--- src/rtl/note_pkg.sv ---
// Shared types and constants for the single-lane rhythm-game note judge.
package note_pkg;

    typedef enum logic [1:0] {
        JC_NONE    = 2'b00,
        JC_PERFECT = 2'b01,
        JC_GOOD    = 2'b10,
        JC_MISS    = 2'b11
    } judge_code_e;

    typedef enum logic [1:0] {
        ST_IDLE,
        ST_PLAY,
        ST_HOLD,
        ST_DONE
    } state_e;

    localparam logic [1:0]  TAP    = 2'b00;
    localparam logic [1:0]  HOLD_S = 2'b01;
    localparam logic [1:0]  HOLD_E = 2'b10;

    localparam logic [15:0] SCORE_PERFECT = 16'd2;
    localparam logic [15:0] SCORE_GOOD    = 16'd1;
    localparam logic [13:0] FRAME_MAX     = 14'h3fff;

    function automatic logic [15:0] sat_add16(input logic [15:0] a, input logic [15:0] b);
        logic [16:0] s;
        s = {1'b0, a} + {1'b0, b};
        return s[16] ? 16'hffff : s[15:0];
    endfunction

endpackage

--- src/rtl/note_window_cmp.sv ---
// Combinational timing-window test of the current frame against a note timestamp.
// Signed 15-bit difference, so an early frame never wraps into a "late" result.
module note_window_cmp #(
    parameter int PERFECT_WIN = 3,
    parameter int GOOD_WIN    = 6
) (
    input  logic [13:0] frame,
    input  logic [13:0] ts,
    output logic        in_perfect,
    output logic        in_good,
    output logic        late,
    output logic        early
);

    localparam logic signed [14:0] PW = 15'(PERFECT_WIN);
    localparam logic signed [14:0] GW = 15'(GOOD_WIN);

    logic signed [14:0] diff;
    logic signed [14:0] mag;

    assign diff       = $signed({1'b0, frame}) - $signed({1'b0, ts});
    assign mag        = diff[14] ? -diff : diff;
    assign in_perfect = (mag <= PW);
    assign in_good    = (mag <= GW);
    assign late       = (diff > GW);
    assign early      = diff[14];

endmodule

--- src/rtl/note_lane_judge.sv ---
// One-lane note judge: walks the chart ROM, grades presses/holds, tracks combo and score.
// Build option NOTE_AUTOPLAY_EN: ignore the key and judge every note PERFECT on time.
module note_lane_judge
    import note_pkg::*;
#(
    parameter int PERFECT_WIN = 3,
    parameter int GOOD_WIN    = 6
) (
    input  logic        Clk,
    input  logic        Reset,
    input  logic        start,
    input  logic        frame_tick,
    input  logic        key_pressed,
    input  logic [15:0] key_1,
    output logic [7:0]  addr,
    output logic        judge_valid,
    output logic [1:0]  judge_code,
    output logic [9:0]  combo,
    output logic [15:0] score,
    output logic        done
);

    state_e      state_q, state_d;
    logic [7:0]  addr_q, addr_d;
    logic [13:0] frame_q, frame_d;
    logic        key_q;
    logic        vld_q, vld_d;
    judge_code_e code_q, code_d;
    logic [9:0]  combo_q, combo_d;
    logic [15:0] score_q, score_d;

    logic [1:0]  head_type;
    logic [13:0] head_ts;
    logic        press;
    logic        in_perfect, in_good, late, early;
    logic        hit_perfect, hit_good, end_perfect, end_release;
    logic        chart_end;
    judge_code_e verdict;
    logic [1:0]  step;
    logic        to_hold;

    assign head_type = key_1[15:14];
    assign head_ts   = key_1[13:0];
    assign press     = key_pressed & ~key_q;
    assign chart_end = (key_1 == 16'h0000) && (addr_q != 8'd0);

    note_window_cmp #(
        .PERFECT_WIN (PERFECT_WIN),
        .GOOD_WIN    (GOOD_WIN)
    ) u_cmp (
        .frame      (frame_q),
        .ts         (head_ts),
        .in_perfect (in_perfect),
        .in_good    (in_good),
        .late       (late),
        .early      (early)
    );

`ifdef NOTE_AUTOPLAY_EN
    assign hit_perfect = (head_ts == frame_q);
    assign hit_good    = 1'b0;
    assign end_perfect = ~early;
    assign end_release = 1'b0;
`else
    assign hit_perfect = press & in_perfect;
    assign hit_good    = press & in_good;
    assign end_perfect = ~early;
    assign end_release = ~key_pressed;
`endif

    always_comb begin
        state_d = state_q;
        addr_d  = addr_q;
        frame_d = frame_q;
        vld_d   = 1'b0;
        code_d  = code_q;
        combo_d = combo_q;
        score_d = score_q;
        verdict = JC_NONE;
        step    = 2'd0;
        to_hold = 1'b0;

        if ((state_q == ST_PLAY || state_q == ST_HOLD) && frame_tick && frame_q != FRAME_MAX)
            frame_d = frame_q + 14'd1;

        case (state_q)
            ST_IDLE: begin
                if (start) begin
                    state_d = ST_PLAY;
                    frame_d = '0;
                end
            end
            ST_PLAY: begin
                if (chart_end) begin
                    state_d = ST_DONE;
                end else if (head_type != TAP && head_type != HOLD_S) begin
                    step = 2'd1;
                end else if (hit_perfect) begin
                    verdict = JC_PERFECT;
                    step    = 2'd1;
                    to_hold = (head_type == HOLD_S);
                end else if (hit_good) begin
                    verdict = JC_GOOD;
                    step    = 2'd1;
                    to_hold = (head_type == HOLD_S);
                end else if (late) begin
                    // a missed hold start also drops its end entry
                    verdict = JC_MISS;
                    step    = (head_type == HOLD_S) ? 2'd2 : 2'd1;
                end
            end
            ST_HOLD: begin
                if (chart_end) begin
                    state_d = ST_DONE;
                end else if (end_perfect) begin
                    verdict = JC_PERFECT;
                    step    = 2'd1;
                    state_d = ST_PLAY;
                end else if (end_release) begin
                    verdict = in_good ? JC_GOOD : JC_MISS;
                    step    = 2'd1;
                    state_d = ST_PLAY;
                end
            end
            default: ;
        endcase

        if (step != 2'd0) begin
            if (({1'b0, addr_q} + {7'b0, step}) > 9'd255) begin
                state_d = ST_DONE;
            end else begin
                addr_d = addr_q + {6'b0, step};
                if (to_hold)
                    state_d = ST_HOLD;
            end
        end

        if (verdict != JC_NONE) begin
            vld_d  = 1'b1;
            code_d = verdict;
            if (verdict == JC_MISS) begin
                combo_d = '0;
            end else begin
                combo_d = (combo_q == 10'h3ff) ? combo_q : combo_q + 10'd1;
                score_d = sat_add16(score_q, (verdict == JC_PERFECT) ? SCORE_PERFECT : SCORE_GOOD);
            end
        end
    end

    always_ff @(posedge Clk) begin
        if (Reset) begin
            state_q <= ST_IDLE;
            addr_q  <= '0;
            frame_q <= '0;
            key_q   <= 1'b0;
            vld_q   <= 1'b0;
            code_q  <= JC_NONE;
            combo_q <= '0;
            score_q <= '0;
        end else begin
            state_q <= state_d;
            addr_q  <= addr_d;
            frame_q <= frame_d;
            key_q   <= key_pressed;
            vld_q   <= vld_d;
            code_q  <= code_d;
            combo_q <= combo_d;
            score_q <= score_d;
        end
    end

    assign addr        = addr_q;
    assign judge_valid = vld_q;
    assign judge_code  = code_q;
    assign combo       = combo_q;
    assign score       = score_q;
    assign done        = (state_q == ST_DONE);

endmodule
--- config.mk ---
export PLATFORM = sky130hd
export DESIGN_NAME = note_lane_judge
export DESIGN_NICKNAME = d
export VERILOG_FILES = /design/src/rtl/note_pkg.sv /design/src/rtl/note_window_cmp.sv /design/src/rtl/note_lane_judge.sv
export SDC_FILE = /design/constraint.sdc
export NUM_CORES = 1
export LEC_CHECK = 0
export CAP_MARGIN = 20
export CORE_ASPECT_RATIO = 0.7
export CORE_UTILIZATION = 46
export CTS_CLUSTER_SIZE = 28
export DETAILED_ROUTE_END_ITERATION = 8
export PLACE_DENSITY = 0.69
export SYNTH_ARGS = -nofsm -noshare
export SYNTH_HDL_FRONTEND = slang
export SYNTH_SLANG_ARGS = --single-unit
--- constraint.sdc ---
create_clock -name Clk -period 17 [get_ports Clk]
set_input_delay 4.25 -clock Clk [delete_from_list [all_inputs] [get_ports Clk]]
set_output_delay 4.25 -clock Clk [all_outputs]
set_load 0.03 [all_outputs]
Word-level counts from Yosys, hierarchy flattened
Cells that the tools add are included. W data, S select, Z words.

Order comparisons: 4. Bitwise gates (word level): 6. Multiplexer cells: 43. Reduce and logical (&&, ||, !) cells: 14. Shift operators: 0. Div/mod/pow operators: 0. $mul: 0. Equality and inequality tests: 10. $add $sub $neg: 7.

Operators by type and width (number): $mux W2 (23); $mux W14 (3); $mux W10 (2); $add A16 B2 Y17 (1); $logic_not A16 Y1 (1); $mux W16 (1); $gt A15 B4 Y1 const B (1); $le A15 B3 Y1 const B (1); $le A15 B4 Y1 const B (1); $mux W15 (1); $neg A15 Y15 (1); $sub A14 B14 Y15 (1); $add A14 B1 Y14 const B (1); $ne A14 B14 Y1 const B (1); $add A10 B1 Y10 const B (1); $eq A10 B10 Y1 const B (1); $mux W1 (10); $add A8 B2 Y9 (1); $gt A9 B8 Y1 const B (1); $add A8 B2 Y8 (1); $pmux W2 S2 (2); $reduce_bool A8 Y1 (1); $eq A2 B1 Y1 const B (3); $eq A2 B2 Y1 const B (3); other kinds (10) (21).

Output and inout port bits: 38. Memories: 0. Bits in read-only memories: 0. Bits in latches: 0. Input bits: 21. Flip-flop bits (word level): 54. Logic and storage cells: 92. Memory bits (writable): 0.

Depth between registers and ports, before layout
Gate-level depths: netlist of run 1.

Depth after elaboration: 14. Depth in mapped cells: 26. Gate-level depth less buffers: 26.

Modules after synthesis
A second synthesis of run 1 with hierarchy kept.

Cells, all modules: 544. Area, all modules: 4334.2 sq um.

Modules (own cells, without submodules): note_lane_judge (area each 3000.4 sq um, sequential area each 1081.0 sq um, instances 1, cells each 352); note_window_cmp (area each 1333.8 sq um, sequential area each 0.0 sq um, instances 1, cells each 192).

Least setup slack after synthesis of run 1
OpenSTA, ideal clock, no wires.

Path kind: input to register. Start point: input port key_1[0]. End point: register score_q[14], in the netlist score[14]. Cell stages on the path: 25. Setup slack: 7.323 ns. Required time: 16.868 ns. Arrival: 9.546 ns. Library setup time: 0.132 ns. Buffers on the path: 0. Path through: ha_1 inv_1 fa_1 a21o_1 a221oi_4 o31ai_1 a31oi_1 xnor2_1 or2_2 a311o_1 a2111oi_2 o21ai_0 a211oi_1 inv_1 ha_1 inv_1 ha_1 inv_1 fa_1 nor3b_1 nand2_1 nor2_1 nand3_1 nor3b_1 nor3_1.

Longest elaborated chain between the ends: 14. Elaborated cells between the ends (all ways): 28. Classes of those cells: 3 x add/sub; 3 x order compare; 2 x eq/ne; 13 x mux; 3 x bitwise; 4 x reduce/logical.

RTL lines: start, declared (line note_lane_judge.sv:14) `input logic [15:0] key_1,`; $sub A14 B14 Y15 (line note_window_cmp.sv:21) `assign diff = $signed({1'b0, frame}) - $signed({1'b0, ts});`; $neg A15 Y15 (line note_window_cmp.sv:22) `assign mag = diff[14] ? -diff : diff;`; $mux W15 (line note_window_cmp.sv:22); $le A15 B4 Y1 (line note_window_cmp.sv:24) `assign in_good = (mag <= GW);`; $and A1 B1 Y1 (line note_lane_judge.sv:66) `assign hit_good = press & in_good;`; $mux W2 (line note_lane_judge.sv:102) `end else if (hit_good) begin`; $mux W2 (line note_lane_judge.sv:98) `end else if (hit_perfect) begin`; $mux W2 (line note_lane_judge.sv:96) `end else if (head_type != TAP && head_type != HOLD_S) begin`; $mux W2 (line note_lane_judge.sv:94) `if (chart_end) begin`; $pmux W2 S2 (*) (line note_lane_judge.sv:86) `case (state_q)`; via verdict[1] (line note_lane_judge.sv:38) `judge_code_e verdict;`; $eq A2 B1 Y1 (line note_lane_judge.sv:145) `score_d = sat_add16(score_q, (verdict == JC_PERFECT) ? SCORE_PERFECT : SCORE_GOOD);`; $mux W2 (line note_lane_judge.sv:145); $add A16 B2 Y17 (line note_pkg.sv:28) `s = {1'b0, a} + {1'b0, b};`; $mux W16 (line note_pkg.sv:29) `return s[16] ? 16'hffff : s[15:0];`; end signal, assigned (line note_lane_judge.sv:168) `score_q <= score_d;`; end, declared (line note_lane_judge.sv:30) `logic [15:0] score_q, score_d;`.

Mark *: on every way through the listed nets, which the timed path passes. The rest lies on a longest branch. A chain may end at the register's enable or synchronous reset.

Worst setup path after layout of run 1
Start point: input port key_1[5]. End point: register score_q[14], in the netlist score[14].

The elaborated chain is that of the path after synthesis.

==> results of run 1 <==
logic make-up after synthesis:
family	Yosys count	share of synthesized area (%)
buffers and inverters	50	4.78
AOI/OAI and AO/OA	145	23.5
and+or+nand+nor	218	27.1
adders and majority gates	32	9.96
DFF	54	25.5
xor gates and xnor gates	34	7.02
muxes	9	2.24
how the worst min path moves through the flow:
stage / cells after the start / to / start
floorplan: 2 / frame_q[6] / frame_q[6]
global placement: 2 / combo[5] / combo[5]
detailed placement: 2 / combo[5] / combo[5]
CTS: 2 / combo[5] / combo[5]
global route: 2 / combo[9] / combo[9]
finish: 2 / combo[5] / combo[5]
power by group through the flow:
stage / combinational, uW / clock, uW / sequential (uW)
3_5_place_dp: 41.6 / 0 / 131
3_3_place_gp: 40.7 / 0 / 130
5_1_grt: 47.1 / 107 / 128
4_1_cts: 41.8 / 103 / 128
2_1_floorplan: 28.7 / 0 / 130
6_report: 42.6 / 99.7 / 128
per-stage QoR:
stage | worst slack [ns] | hold slack, ns
after floorplan | 7.32 | 0.470
after global placement | 6.50 | 0.475
after detailed placement | 6.07 | 0.493
after CTS | 6.36 | 0.503
after global routing | 5.59 | 0.537
final | 6.23 | 0.498
flip-flops by register name, summed over array words and instances (netlist names):
name	flops
key_q	1
judge_valid	1
combo	10
score	16
judge_code	2
addr	8
frame_q	14
state_q	2
per-layer routing:
layer  track usage, %  vias to the layer above
met3             4.82                       19
met4             7.22                        0
met1             35.3                     1999
met2             34.4                      143
met5                0                        -
li1                 -                     2102
cell usage in the layout (no fill, tap or decap), types with 3 or more instances in the layout:
master / count
inv_1: 36
nand4_1: 17
a211oi_1: 4
o31ai_1: 7
nor2_1: 54
o31a_1: 3
nand3b_1: 3
or4_1: 5
clkdlybuf4s50_1: 58
or2_2: 3
a21oi_1: 43
a31oi_1: 5
o21a_1: 4
or3_1: 8
and3_1: 12
mux2i_1: 8
nand2b_1: 3
fa_1: 3
a21boi_0: 3
dfxtp_1: 54
nor4_1: 10
xor2_1: 18
o2111ai_1: 3
a2111oi_0: 3
clkbuf_16: 5
nor2b_1: 7
o22ai_1: 3
o2bb2ai_1: 3
nand3_1: 20
a21o_1: 11
nand2_1: 49
xnor2_1: 16
o211ai_1: 4
o21ai_0: 27
nor3_1: 10
ha_1: 29
and2_1: 3
nor3b_1: 4
nor4b_1: 3
o311a_1: 3
area by class of cell:
type / count / share of cell area (%)
Clock buffer: 5 / 2.47
Multi-Input combinational cell: 438 / 58.4
Sequential cell: 54 / 21.3
Tap cell: 120 / 2.96
Clock inverter: 2 / 0.272
Inverter: 37 / 2.74
Timing Repair Buffer: 60 / 11.8
worst min-delay path: cells and delay by family (launching register included):
family	cells	cell delay [ns]
flip-flops	1	0.33
AO/OA/AOI/OAI	2	0.13
==> summary.md, run 1 <==
| Metric | Value |
|---|---|
| Status | finished clean |
| Post-synth EDFFs | 0 |
| Hpwl dp | approximately 8.7 mm |
| Critical Path Max Stage Delay | ~0.60 ns |
| Vias post-DR | around 4300 |
| Largest cells by area after synthesis | dfxtp_1, ha_1, a21oi_1 |
| Final setup viols | 0 |
| FP Rows | 28 |
| Skew-Pair Late Insertion Delay | around 0.30 ns |
| Layout cells sized above 1 | about 4.2% |
| Slowest CP cell | ha_1 |
| Yosys top cell area share | around 25% |
| Final worst path period need | between 10 and 15 ns |
| Initial DRC count | around 380 |
| Internal power | 198 uW |
| Multi-input logic area | approximately 0.003 mm^2 |
| Switch Pwr | 71.8 uW |
| Yosys reg bits | 54 |
| Reg-to-reg startpoint | frame_q[5] |
| Final core utilization | roughly 58% |
| Critical path class | input pin to flop |
| Most frequent CP cell | inv_1 |
| Met2 wire len | ~4.5 mm |
| Sequential cell area | ~0.0011 mm^2 |
| Area after DPL | 0.00493 mm^2 |
| Sequential share of the synthesized area | ~25% |
| Crit path capture | score[14] |
| Delay-heaviest family, CP | compound AO/OA/AOI/OAI gates |
| Post-Route M1 WL | around 5.6 mm |
| Drt wl/cell | between 15 and 20 um |
| Cell count after placement | 709 |
| CTS tree | built |
| TritonCTS sink count | 54 |
| Synth cell types | between 60 and 70 |
| Die width | between 100 and 150 um |
| DRC errors left | 0 |
| Pwr dens | ~53 mW/mm^2 |
| Hold WC Path Type | flop to flop |
| Sw Ratio | approximately a quarter |
| Fraction of registers with async set/reset | 0% |
| Logic pwr share | 15.8% |
| Clock transition at path regs | around 0.07 ns |
| RSZ-0062 raised after global routing | false |
| Initial Utilization | approximately half |
| Worst vdd ir | roughly 0.037 mV |
| Syn-to-layout area delta | 19.3% |
| DRT Wirelength | 11.0 mm |
| Max H-tree Level | 2 |
| Critical Path Fanout Max | 14 |
| Flop pwr share | a little under half |
| CTS buffer count | 5 |
| Max Freq | around 93 MHz |
| Synth warn | 0 |
| First-pass iteration count of the detailed router | 5 |
| Setup TNS Final | 0 ns |
| Total grt overflow | 0 |
| Post-DR vias/cell | between 5 and 6 |
| Reg2Reg Capture Point | score[14] |
| Mapped cell area | approximately 0.0042 mm^2 |
| CP Capture Type | flop |
| Die H | 82.4 um |
| Ys flop type | dfxtp_1 |
| Met3 WL | 743 um |
| Placeable core area | around 0.0087 mm^2 |
| Final Wtd Congestion | ~0.90 |
| R2R cell count | 23 |
| Power Total | 270 uW |
| Root Buffer Master | clkbuf_16 |
| Clk network pwr share | between 30% and 40% |
| First-pass GRT wire length | 18.0 mm |
| Largest net degree at the start of global routing | 29 |
| Worst path bufs/invs | 5 |
| Worst Tran Pin Value | slightly below 0.9 ns |
| ANT nets after route | 0 |
| Worst Setup Start Kind | input pin |
| Max-slew violation count | 0 |
| Number of global-route vias before repair | ~3800 |
| Final hold vios | 0 |
| Lkg Pwr | approximately 0.0019 uW |
| Initial antenna violation count | 0 |
| Design area | slightly above 0.005 mm^2 |
| CP startpoint | key_1[5] |
| Final period util | 63.4% |
| Critical path depth | 25 |
| Cells after Synth | 542 |
| Setup bufs post-CTS | 0 |
| Final Net Count | 649 |
| Clk buf depth | 2 |
| Uppermost layer routed | met4 |
| I/O Buffers | 58 |
| ANT cells | 0 |
| Most frequent cells after synthesis | dfxtp_1, nor2_1, nand2_1 |
| Gr usage total | between 20% and 30% |
| Non-Filler Instances | 716 |
| Setup slack, reg-to-reg | slightly above 10 ns |
| Final Skew | just over 0.01 ns |
| Avg Inst Size Synth | 7.83 um^2 |
| Max_slew headroom | a little over two fifths |
| Die ar. | 0.00962 mm^2 |
| Maxcap violations | 0 |
| Hold Buf Count CTS | 0 |
| CP Data Arrival Time | 10.95 ns |
| Net count after synthesis | about 600 |
| Area leader, netlist | dfxtp_1 |
| CTS resizes | 0 |
| CP required | roughly 17 ns |
| # IOs | 59 |
| Layout fillers | around 800 |
Note: power is estimated with default switching activity, not from simulation.
==> inputs of run 2 (changes only) <==
--- a/config.mk
+++ b/config.mk
@@ -10,7 +10,7 @@
 export CORE_UTILIZATION = 46
 export CTS_CLUSTER_SIZE = 28
 export DETAILED_ROUTE_END_ITERATION = 8
-export PLACE_DENSITY = 0.69
+export PLACE_DENSITY = 0.72
 export SYNTH_ARGS = -nofsm -noshare
 export SYNTH_HDL_FRONTEND = slang
 export SYNTH_SLANG_ARGS = --single-unit
==> constraint.sdc (replaced) <==
create_clock -name Clk -period 9.14 [get_ports Clk]
set_input_delay 2.285 -clock Clk [delete_from_list [all_inputs] [get_ports Clk]]
set_output_delay 2.285 -clock Clk [all_outputs]
set_load 0.03 [all_outputs]
==> run 2 against run 1 <==
  * Global-route usage decreased by 0.42 points
  * Utilization rose by 0.14 points
  * Register-to-register slack worse by 7.6 ns
  * Final cell count rose by 0.14%
  * Via count decreased by 0.47%
  * Largest cell class unchanged
  * Cell area rose by 0.25%
  * Hold slack got worse by 0.010 ns
  * Setup slack worse by 5.6 ns
==> summary.md, run 2 (same netlist as run 1, synthesis figures left out) <==
| Metric | Value |
|---|---|
| WHS Endpoint | judge_code[1] |
| CP required | 9.32 ns (-7.85 ns) |
| Placeable core area | 0.00869 mm^2 (unchanged) |
| Die ar. | 0.00962 mm^2 (unchanged) |
| Worst Hold Depth | 2 (unchanged) |
| Final period util | between 90% and 100% |
| ANT nets after route | 0 (unchanged) |
| Reg2Reg Capture Point | score[14] |
| CP Data Arrival Time | 8.72 ns (-2.23 ns) |
| Most frequent CP cell | inv_1 |
| Initial antenna violation count | 0 (unchanged) |
| DRC errors left | 0 (unchanged) |
| I/O Buffers | 58 (unchanged) |
| Worst min-delay path startpoint | judge_code[1] |
| Max_slew headroom | 42.3% (+0.27 points) |
| Worst Tran Pin Value | 0.855 ns (-0.0149 ns) |
| Slowest CP cell | ha_1 |
| Reg-to-reg startpoint | frame_q[0] |
| DRT Wirelength | 10.8 mm (-1.5%) |
| Most frequent cells in the layout | clkdlybuf4s50_1, nor2_1, dfxtp_1 |
| First-pass GRT wire length | 17.8 mm (-1.4%) |
| Max Freq | between 100 and 150 MHz |
| First-pass iteration count of the detailed router | 5 (unchanged) |
| Skew-Pair Late Insertion Delay | 0.30 ns (about the same) |
| Total grt overflow | 0 (unchanged) |
| RSZ-0062 raised after global routing | false |
| Largest net degree at the start of global routing | 29 (unchanged) |
| Worst Hold Slack | 0.488 ns (-0.0101 ns) |
| Post-DR vias/cell | 5.92 (-0.61%) |
| Drt wl/cell | 15.1 um (-1.6%) |
| Layout fillers | 840 (+2.7%) |
| Critical path class | input pin to flop |
| Hold WC Path Type | flop to flop |
| CTS tree | built |
| Setup slack, reg-to-reg | 2.71 ns (-7.60 ns) |
| Max H-tree Level | 2 (unchanged) |
| Status | finished clean |
| Non-Filler Instances | 717 (+0.14%) |
| Hold Buf Count CTS | 0 (unchanged) |
| Final setup viols | 0 (unchanged) |
| Cell count after placement | 710 (+0.14%) |
| Gr usage total | 23.4% (-0.42 points) |
| Area after DPL | 0.00493 mm^2 (+0.15%) |
| Final hold vios | 0 (unchanged) |
| Maxcap violations | 0 (unchanged) |
| Setup bufs post-CTS | 0 (unchanged) |
| Pwr dens | 99.2 mW/mm^2 (+86%) |
| Die H | 82.4 um (unchanged) |
| Vias post-DR | 4243 (-0.47%) |
| Worst Setup Start Kind | input pin |
| Final Skew | 0.00741 ns (-0.00269 ns) |
| Design area | 0.00508 mm^2 (+0.25%) |
| Setup TNS Final | 0 ns (unchanged) |
| Max FFs per register | 16 (unchanged) |
| # IOs | 59 (unchanged) |
| Layout cells sized above 1 | 4.52% (+0.33 points) |
| Final Wtd Congestion | 0.920 (+2.1%) |
| CTS buffer count | 5 (unchanged) |
| Initial DRC count | 379 (-1.0%) |
| Max-slew violation count | 0 (unchanged) |
| FP Rows | 28 (unchanged) |
| Root Buffer Master | clkbuf_16 |
| Critical Path Max Stage Delay | 0.59 ns (about the same) |
| R2R cell count | 26 (+13%) |
| Critical Path Fanout Max | 14 (unchanged) |
| Die width | 117 um (unchanged) |
| CP Capture Type | flop |
| ANT cells | 0 (unchanged) |
| Hpwl dp | 8.49 mm (-2.5%) |
| Final Net Count | 650 (+0.15%) |
| Syn-to-layout area delta | 19.6% |
| Lkg Pwr | 0.00187 uW (+0.25%) |
| Clock transition at path regs | 0.07 ns (about the same) |
| TritonCTS sink count | 54 (unchanged) |
| Final worst path period need | 8.54 ns |
| Commonest non-fill, non-tap cell in the layout | clkdlybuf4s50_1 |
| Initial Utilization | 48.8% (unchanged) |
| Number of global-route vias before repair | 3751 (-2.1%) |
| Worst vdd ir | 0.0705 mV (+88%) |
| Clk buf depth | 2 (unchanged) |
-- run 2: worst max path at each step --
stage / from / to / slack (ns) / cells past startpoint
3_3_place_gp: key_1[5] / score[14] / 0.62 / 25
2_1_floorplan: key_1[0] / score[14] / 1.43 / 25
6_report: key_1[5] / score[14] / 0.60 / 25
4_1_cts: key_1[5] / score[14] / 0.55 / 25
3_5_place_dp: key_1[5] / score[14] / 0.25 / 25
5_1_grt: key_1[0] / score[14] / 0.13 / 26
-- run 2: power breakdown --
group	switching (uW)	internal (uW)	total, uW
sequential	1.17	236	237
combinational	47.1	31.9	79.0
clock	86.7	101	187
total	135	369	504
-- run 2: repair_timing --
item / in CTS / in global routing
endpoints found under the setup margin: 0 / 1
hold endpoints to repair: 0 / 0
resized for setup: 0 / 1
-- run 2: layout make-up --
cell class / instances / area, um^2 / area share (%)
well taps: 120 / 150 / 2.96
clock buffers: 5 / 125 / 2.46
flip-flops and latches: 54 / 1080 / 21.3
multi-input cells: 438 / 2970 / 58.4
repair buffers: 61 / 603 / 11.9
inverters: 37 / 139 / 2.74
clock inverters: 2 / 13.8 / 0.271
-- run 2: critical path: cells and delay by family --
| family | cells | cell delay, ns |
|---|---|---|
| buffers and inverters | 5 | 0.81 |
| XOR/XNOR | 1 | 0.18 |
| AO/OA/AOI/OAI | 7 | 2.31 |
| AND/OR/NAND/NOR | 8 | 1.72 |
| adder cells (fa/ha/maj) | 4 | 1.38 |
-- run 2: metrics by stage --
step / utilization (%) / setup WS, ns / total power (uW)
2_1_floorplan: - / 1.43 / 296
3_3_place_gp: 56.8 / 0.621 / 318
3_5_place_dp: 56.8 / 0.246 / 320
4_1_cts: 58.4 / 0.554 / 507
5_1_grt: 58.4 / 0.131 / 527
6_report: 58.4 / 0.601 / 504
-- run 2: metal layers --
| metal | global-route usage (%) | vias to the layer above | wire length (um) |
|---|---|---|---|
| li1 | - | 2117 | - |
| met1 | 34.7 | 1982 | 5670 |
| met2 | 34.6 | 133 | 4420 |
| met3 | 4.09 | 11 | 600 |
| met4 | 6.20 | 0 | 140 |
| met5 | 0 | - | 0 |
